File: src/rtl/float_seq_pkg.sv
// Shared types and helpers for the float group sequencer.
//   fp_lane_t  : one float lane at the default lane width
//   seq_state_t: sequencer FSM states
//   grp_any()  : OR-reduce the mask bits belonging to one group
package float_seq_pkg;

  localparam int FBITS_DEF = 18;
  localparam int MASK_MAX  = 64;

  typedef logic [FBITS_DEF-1:0] fp_lane_t;

  typedef enum logic {IDLE, ISSUE} seq_state_t;

  // mask is zero-extended to MASK_MAX bits by the caller; wout < MASK_MAX
  function automatic logic grp_any(input logic [MASK_MAX-1:0] mask,
                                   input int g, input int wout);
    logic [MASK_MAX-1:0] sel;
    sel = (64'd1 << wout) - 64'd1;
    return |((mask >> (g * wout)) & sel);
  endfunction

endpackage

File: src/rtl/float_group_sequencer_pick.sv
// Combinational group search over a lane mask.
//   mask    : WIDTH_IN lane-active bits
//   cur     : group the search starts from
//   incl    : 1 -> cur itself is a candidate, 0 -> search strictly above cur
//   nxt     : lowest qualifying group with any mask bit set
//   found   : a qualifying group exists
module float_group_pick
  import float_seq_pkg::*;
#(
  parameter int WIDTH_IN  = 16,
  parameter int WIDTH_OUT = 4,
  localparam int NG = WIDTH_IN / WIDTH_OUT,
  localparam int GW = $clog2(NG)
) (
  input  logic [WIDTH_IN-1:0] mask,
  input  logic [GW-1:0]       cur,
  input  logic                incl,
  output logic [GW-1:0]       nxt,
  output logic                found
);

  // Descending scan so the lowest qualifying group is the last to write.
  always_comb begin
    nxt   = '0;
    found = 1'b0;
    for (int g = NG - 1; g >= 0; g--) begin
      if (grp_any(64'(mask), g, WIDTH_OUT) &&
          (g > int'(cur) || (incl && g == int'(cur)))) begin
        nxt   = GW'(g);
        found = 1'b1;
      end
    end
  end

endmodule

File: src/rtl/float_group_sequencer.sv
// Narrows one WIDTH_IN-lane float vector into WIDTH_OUT-lane groups, one
// group per cycle in ascending order, under valid/ready backpressure.
//   clk, rst                      : clock, synchronous active-high reset
//   in_valid/in_ready             : input vector handshake
//   in_data, in_mask              : input lanes and per-lane active bits
//   out_valid/out_ready           : issued-group handshake (registered slot)
//   out_data, out_mask, out_group : issued group lanes, mask bits, index
//   out_last                      : final group of the current vector
module float_group_sequencer
  import float_seq_pkg::*;
#(
  parameter int WIDTH_IN   = 16,
  parameter int WIDTH_OUT  = 4,
  parameter int FBITS      = 18,
  parameter bit SKIP_EMPTY = 1'b1,
  localparam int GW = $clog2(WIDTH_IN / WIDTH_OUT)
) (
  input  logic                               clk,
  input  logic                               rst,
  input  logic                               in_valid,
  output logic                               in_ready,
  input  logic [WIDTH_IN-1:0][FBITS-1:0]     in_data,
  input  logic [WIDTH_IN-1:0]                in_mask,
  output logic                               out_valid,
  input  logic                               out_ready,
  output logic [WIDTH_OUT-1:0][FBITS-1:0]    out_data,
  output logic [WIDTH_OUT-1:0]               out_mask,
  output logic [GW-1:0]                      out_group,
  output logic                               out_last
);

  seq_state_t state, state_nxt;
  logic [GW-1:0]                   grp;
  logic [WIDTH_IN-1:0][FBITS-1:0]  cap_data;
  logic [WIDTH_IN-1:0]             cap_mask;

  logic          slot_free, issuing, accept;
  logic [GW-1:0] first_grp, nxt_grp;
  logic          first_found, nxt_found;
  logic [WIDTH_IN-1:0] first_search, nxt_search;

  // With SKIP_EMPTY=0 every group counts as active, so the same search
  // yields "first = 0" and "next = grp+1, last at max".
  assign first_search = SKIP_EMPTY ? in_mask  : '1;
  assign nxt_search   = SKIP_EMPTY ? cap_mask : '1;

  float_group_pick #(.WIDTH_IN(WIDTH_IN), .WIDTH_OUT(WIDTH_OUT)) u_first (
    .mask (first_search),
    .cur  ('0),
    .incl (1'b1),
    .nxt  (first_grp),
    .found(first_found)
  );

  float_group_pick #(.WIDTH_IN(WIDTH_IN), .WIDTH_OUT(WIDTH_OUT)) u_next (
    .mask (nxt_search),
    .cur  (grp),
    .incl (1'b0),
    .nxt  (nxt_grp),
    .found(nxt_found)
  );

  assign slot_free = !out_valid || out_ready;
  assign issuing   = (state == ISSUE) && slot_free;
  // Opening the input on the last-group load is what removes the bubble
  // between vectors; it makes in_ready combinational on out_ready.
  assign in_ready  = (state == IDLE) || (issuing && !nxt_found);
  assign accept    = in_valid && in_ready;

  always_comb begin
    state_nxt = state;
    if (issuing && !nxt_found) state_nxt = IDLE;
    // A same-cycle accept wins over the return to IDLE.
    if (accept) state_nxt = first_found ? ISSUE : IDLE;
  end

  always_ff @(posedge clk) begin
    if (rst) begin
      state     <= IDLE;
      grp       <= '0;
      cap_data  <= '0;
      cap_mask  <= '0;
      out_valid <= 1'b0;
      out_data  <= '0;
      out_mask  <= '0;
      out_group <= '0;
      out_last  <= 1'b0;
    end else begin
      state <= state_nxt;
      if (slot_free) out_valid <= 1'b0;
      if (issuing) begin
        out_valid <= 1'b1;
        out_data  <= cap_data[int'(grp)*WIDTH_OUT +: WIDTH_OUT];
        out_mask  <= cap_mask[int'(grp)*WIDTH_OUT +: WIDTH_OUT];
        out_group <= grp;
        out_last  <= !nxt_found;
        if (nxt_found) grp <= nxt_grp;
      end
      // Only coincides with issuing on the last load, so no grp conflict.
      if (accept) begin
        cap_data <= in_data;
        cap_mask <= in_mask;
        grp      <= first_grp;
      end
    end
  end

endmodule
File: config.mk
export PLATFORM = sky130hd
export DESIGN_NAME = float_group_sequencer
export DESIGN_NICKNAME = d
export VERILOG_FILES = /design/src/rtl/float_seq_pkg.sv /design/src/rtl/float_group_sequencer_pick.sv /design/src/rtl/float_group_sequencer.sv
export SDC_FILE = /design/constraint.sdc
export NUM_CORES = 1
export LEC_CHECK = 0
export ABC_AREA = 1
export CAP_MARGIN = 10
export CORE_ASPECT_RATIO = 1.5
export CORE_MARGIN = 3
export CORE_UTILIZATION = 30
export DETAILED_ROUTE_END_ITERATION = 8
export SYNTH_ARGS = -nofsm -noshare
export SYNTH_HDL_FRONTEND = slang
export SYNTH_SLANG_ARGS = --single-unit
File: constraint.sdc
create_clock -name clk -period 2.75 [get_ports clk]
set_input_delay 0.6875 -clock clk [delete_from_list [all_inputs] [get_ports clk]]
set_output_delay 0.6875 -clock clk [all_outputs]
set_load 0.005 [all_outputs]
==> flow_summary.yaml, run 1 <==
synth:
  synth_edf_count: 0
  yosys_warnings: 0
  syn_nets: 2535
  ys_top_cells_by_area: "dfxtp_1, nor2_1, o21ai_0, o21ai_1, o22ai_1"
  syn_inst: 2227
  ys_ff_latch: 387
  synth-main-ff-cell: "dfxtp_1"
  async_flop_share_pct: 0
  synth_top_area_cell: "dfxtp_1"
  synth_top_area_share_pct: 49.1
  synth_area_um2: 15800
  ys_types: 23
  syn_avg_cell_area_um2: 7.09
  yosysSeqAreaShare_pct: 49.1
die:
  rows: 102
  core_area_um2: 51800
  io_pins: 389
  floorplan.initialDensity_pct: 30.5
  dieHeight_um: 287
  die_w_um: 193
  die_area_um2: 55500
setup_path:
  rrSetupSlack_ns: 0.42
  crit-reg2reg-capture: "out_data[71]$_SDFFE_PP0P_"
  crit_path_max_incr_delay_ns: 0.46
  crit_family: "buffers and inverters"
  reg2reg_from: "grp[0]$_SDFFE_PP0P_"
  worst_r2r_path_depth: 7
  end_kind: "output pin"
  path_cells: "clkdlybuf4s50_1, inv_1, a21oi_4, nand4_1, nand2_2, dlygate4sd2_1"
  crit_slowest_cell: "clkdlybuf4s50_1"
  worst-path-buf-inv: 3
  worst-path-max-fanout: 2
  startpoint_type: "input port"
  required_ns: 2.06
  worstPathArrival_ns: 1.83
  critPathKind: "input port to output pin"
placed_design:
  dp_hpwl_um: 37300
  place_area_um2: 20200
  routabilityCongestion: 0.831
  io_buffers: 388
timing:
  period_share_pct: 91.4
  min_period_ns: 2.51
  tightest_slew_ns: 1.07
  drv_slew: 0
  hold_viol: 0
  hold-worst-slack_ns: 0.474
  setup_viol_count_final: 0
  rsz0062_at_grt: "no"
  fmax_mhz: 398
  finalClockSkew_ns: 0.0271
  slew_headroom_pct: 28.8
detailed_routing:
  wl_per_cell_um: 17.2
  wirelength_um: 55600
  via_count: 15600
  route.detailed.drc: 0
  drt-initial-drc-count: 752
  final_antenna_net_count: 0
  drtPass1Iterations: 5
  drt-vias-per-instance: 4.83
status:
  status: "complete, no violations"
cells_and_area:
  drive_gt1_share_pct: 4.62
  area_growth_pct: 36.8
  final_common_cell: "nor2_1"
  nFillCells: 5365
  stdcell_area_um2: 21600
  final_nets: 2831
  final_cell_mix: "nor2_1, o21ai_0, clkdlybuf4s50_1"
cts:
  post-cts-setup-buffer-count: 0
  clock_latency_ns: 0.55
  cts_tree: "done"
  numCtsBuffers: 40
  htree_levels: 2
  hold_buffers: 0
  max-clock-path-buffers: 3
  cts.sinks: 387
  clkTransAtPathRegs_ns: 0.06
  cts_resized: 2
  clockRootBuffer: "clkbuf_16"
min_path:
  min_to: "cap_data[74]$_SDFFE_PP0P_"
  whs_path_depth: 2
  hold_class: "flop to flop"
  hold_start: "cap_data[74]$_SDFFE_PP0P_"
power:
  finalPower_uw: 14900
  cellLeakagePower_uw: 0.00892
  power_density_nw_per_um2: 688
  ir_worst_vdd_mv: 0.463
grt:
  track_usage_pct: 19.2
  grt_pass1_wl_um: 85500
  grt_pass1_vias: 15400
  gr-total-overflow: 0
  antenna_found_initial: 9
  grt_max_degree: 99
flow_run:
  maxCapViolCount: 0
## report_power, final
| group | internal (uW) | leakage [uW] | total, uW | switching (uW) |
|---|---|---|---|---|
| clock network | 3460 | 0.000679 | 5770 | 2310 |
| logic | 1240 | 0.00504 | 2720 | 1480 |
| registers | 6110 | 0.00321 | 6360 | 252 |
| total | 10800 | 0.00892 | 14900 | 4050 |
## final cells by class
| class | instances | area [um^2] | share of cell area [%] |
|---|---|---|---|
| Multi-Input combinational cell | 1578 | 6850 | 31.7 |
| Clock buffer | 57 | 1180 | 5.45 |
| Inverter | 86 | 340 | 1.58 |
| Clock inverter | 14 | 213 | 0.985 |
| Sequential cell | 387 | 7750 | 35.9 |
| Tap cell | 676 | 846 | 3.92 |
| Antenna cell | 7 | 17.5 | 0.0811 |
| Timing Repair Buffer | 430 | 4400 | 20.4 |
## cells by family after synthesis
group                  after synthesis  share of synthesized area (%)
AND/OR/NAND/NOR                    957                           22.9
AO/OA/AOI/OAI                      621                           20.4
flip-flops                         387                           49.1
buffers and inverters              262                           7.63
## flip-flops by register name (all words and copies together) (netlist names)
name	flops
grp	2
cap_data	288
out_mask	4
cap_mask	16
out_group	2
state	1
out_data	72
out_last	1
out_valid	1
## worst max-delay path by stage
stage,from,endpoint,cells past startpoint
2_1_floorplan,out_ready,cap_data[0]$_SDFFE_PP0P_,10
3_3_place_gp,out_ready,in_ready,6
3_5_place_dp,out_ready,in_ready,6
4_1_cts,out_ready,in_ready,6
5_1_grt,cap_mask[8]$_SDFFE_PP0P_,in_ready,6
6_report,out_ready,in_ready,6
## stage by stage
| step | utilization, % | cells | setup TNS [ns] | setup WS [ns] |
|---|---|---|---|---|
| floorplan | - | 2227 | 0 | 0.808 |
| global placement | 39.0 | 3157 | -0.0933 | -0.0706 |
| detailed placement | 39.0 | 3157 | -0.0859 | -0.0451 |
| CTS | 41.6 | 3228 | 0 | 0.239 |
| global route | 41.7 | 3235 | 0 | 0.169 |
| finish | 41.7 | 3235 | 0 | 0.236 |
## Yosys cell counts (all sizes together), types with 9 or more instances
cell type	n
clkbuf	114
nor2	921
nand3	10
nand2	23
a21oi	9
o22ai	75
dfxtp	387
o21ai	535
inv	85
buf	62
## tightest hold or removal path: stages, from the launching register on
cell,delay [ns]
dfxtp_1,0.32
nor2_1,0.04
nor2_1,0.08
## routing by layer
metal  up-vias  global-route usage (%)  wire (um)
li1       7794                       -          -
met1      7216                    22.0      22300
met4         4                    10.5       2920
met2       460                    34.0      27500
met5         -                       0         29
met3       137                    3.22       2810
Note: power is estimated with default switching activity, not from simulation.
==> inputs of run 2 (changes only) <==
CAP_MARGIN = 20   (was 10)
CORE_UTILIZATION = 40   (was 30)
PLACE_DENSITY = 0.67   (was not set)
==> run 2 against run 1 <==
  * Clock skew fell by 0.011 ns
  * Die area fell by 24%
  * Largest cell class unchanged
  * Final cell count fell by 5.3%
  * First-iteration DRC count rose by 46%
  * Non-clock buffer count rose by 12
  * Maximum frequency fell by 2.2%
  * Combinational power barely moved
  * Worst hold slack got worse by 0.0077 ns
  * Critical path type is now flop to flop
  * Clock power fell by 6.6%
  * Power fell by 2.5%
  * Via count rose by 1.2%
==> flow_summary.yaml, run 2 (synthesis gave the netlist of run 1 again) <==
grt:
  grtUsageMet3_pct: 3.48
  grt.met1_usage_pct: 28.2
  track_usage_pct: 23.6
  grt_pass1_vias: 15200
  grt_pass1_wl_um: 80300
  global_route.usage.met2_pct: 40.8
  gr-total-overflow: 0
  grt_busiest_layer: "met2"
  antenna_found_initial: 7
  grt_max_degree: 143
cells_and_area:
  area_growth_pct: 35.4
  fin_cells: 3064
  top_regs: "cap_data: 288 flops, out_data: 72 flops, cap_mask: 16 flops"
  drive_gt1_share_pct: 5.31
  top_register: "cap_data"
  final_nets: 2842
  largest_reg_flops: 288
  final_common_cell: "nor2_1"
  final_cell_mix: "nor2_1, o21ai_0, clkdlybuf4s50_1"
  stdcell_area_um2: 21400
setup_path:
  worst-path-max-fanout: 2
  worstPathArrival_ns: 3.04
  required_ns: 3.22
  crit-reg2reg-capture: "out_last$_SDFFE_PP0P_"
  critPathKind: "flop to flop"
  worst_r2r_path_depth: 17
  reg2reg_from: "state$_SDFFE_PP0P_"
  startpoint_type: "flop"
  rrSetupSlack_ns: 0.18
  end_kind: "flop"
min_path:
  whs_path_depth: 2
  hold_start: "out_last$_SDFFE_PP0P_"
  min_to: "out_last$_SDFFE_PP0P_"
  hold_class: "flop to flop"
timing:
  period_share_pct: 93.5
  setup_tns_ns: 0
  hold_viol: 0
  timing.final.ws_setup_ns: 0.180
  setup_viol_count_final: 0
  fmax_mhz: 389
  finalClockSkew_ns: 0.0162
  drv_slew: 0
  rsz0062_at_grt: "no"
  slew_headroom_pct: 27.4
  min_period_ns: 2.57
  tightest_slew_ns: 1.09
placed_design:
  io_buffers: 388
  routabilityCongestion: 0.861
  dp_hpwl_um: 33600
  place_area_um2: 19900
  dpl_worst_slack_ns: -0.0490
  dp.cells: 2972
cts:
  hold_buffers: 0
  max-clock-path-buffers: 3
  clock_latency_ns: 0.54
  htree_levels: 2
  clockRootBuffer: "clkbuf_16"
  clkTransAtPathRegs_ns: 0.06
  cts.sinks: 387
  numCtsBuffers: 39
  cts_tree: "done"
die:
  die_w_um: 168
  core_area_um2: 38800
  dieHeight_um: 249
  rows: 88
  floorplan.initialDensity_pct: 40.7
  io_pins: 389
  die_area_um2: 41900
power:
  power_density_nw_per_um2: 677
  cellLeakagePower_uw: 0.00894
  ir_worst_vdd_mv: 0.585
detailed_routing:
  drt-vias-per-instance: 5.15
  route.detailed.drc: 0
  drt-initial-drc-count: 1101
  wirelength_um: 52100
  final_antenna_net_count: 0
  drtPass1Iterations: 5
  via_count: 15800
  wl_per_cell_um: 17.0
flow_run:
  maxCapViolCount: 0
status:
  status: "complete, no violations"
## run 2: stage by stage
step | util (%) | hold slack [ns] | power [uW]
floorplan | - | 0.449 | 7940
global placement | 51.4 | 0.454 | 9100
detailed placement | 51.4 | 0.462 | 9150
CTS | 55.0 | 0.471 | 14600
global route | 55.1 | 0.487 | 15200
finish | 55.2 | 0.467 | 14500
## run 2: what timing repair did
| action | 4_1_cts | 5_1_grt |
|---|---|---|
| gates resized for setup | 3 | 11 |
| buffers inserted | 14 | 3 |
| setup endpoints to repair | 1 | 1 |
| gates cloned | 0 | 0 |
| pin swaps | 1 | 5 |
## run 2: power breakdown
group	internal, uW	total (uW)	switching (uW)
Clock	3140	5390	2250
Sequential	6110	6370	259
Combinational	1250	2720	1460
Total	10500	14500	3980
## run 2: cell type report
class	count	area (um^2)
Antenna cell	6	15.0
Clock buffer	52	1070
Clock inverter	18	205
Fill cell	3644	17400
Inverter	86	338
Multi-Input combinational cell	1578	6890
Sequential cell	387	7750
Tap cell	495	619
Timing Repair Buffer	442	4480
## run 2: worst max path at each step
stage | from | end | slack, ns | cells past startpoint
4_1_cts | cap_mask[4]$_SDFFE_PP0P_ | out_last$_SDFFE_PP0P_ | 0.04 | 19
6_report | state$_SDFFE_PP0P_ | out_last$_SDFFE_PP0P_ | 0.18 | 17
3_5_place_dp | out_ready | in_ready | -0.05 | 6
5_1_grt | cap_mask[5]$_SDFFE_PP0P_ | out_last$_SDFFE_PP0P_ | 0.09 | 18
2_1_floorplan | out_ready | cap_data[0]$_SDFFE_PP0P_ | 0.81 | 10
3_3_place_gp | out_ready | in_ready | -0.05 | 6
## run 2: metal layers
layer	wire length (um)	up-vias	share of wire (%)
met4	2700	4	5.2
met1	20700	7297	40
li1	-	7826	-
met3	2740	138	5.3
met2	25900	526	50
met5	34	-	0.065
## run 2: worst max-delay path: stages (launching register included)
cell     delay, ns
dfxtp_1       0.41
inv_1         0.11
a21oi_4       0.14
nand4_1       0.13
buf_4         0.15
buf_4         0.12
buf_4         0.12
buf_4         0.13
buf_4         0.12
buf_4         0.12
buf_4         0.12
buf_4         0.12
buf_4         0.12
buf_4         0.12
buf_4         0.12
buf_4         0.12
buf_4         0.13
a21oi_1       0.10
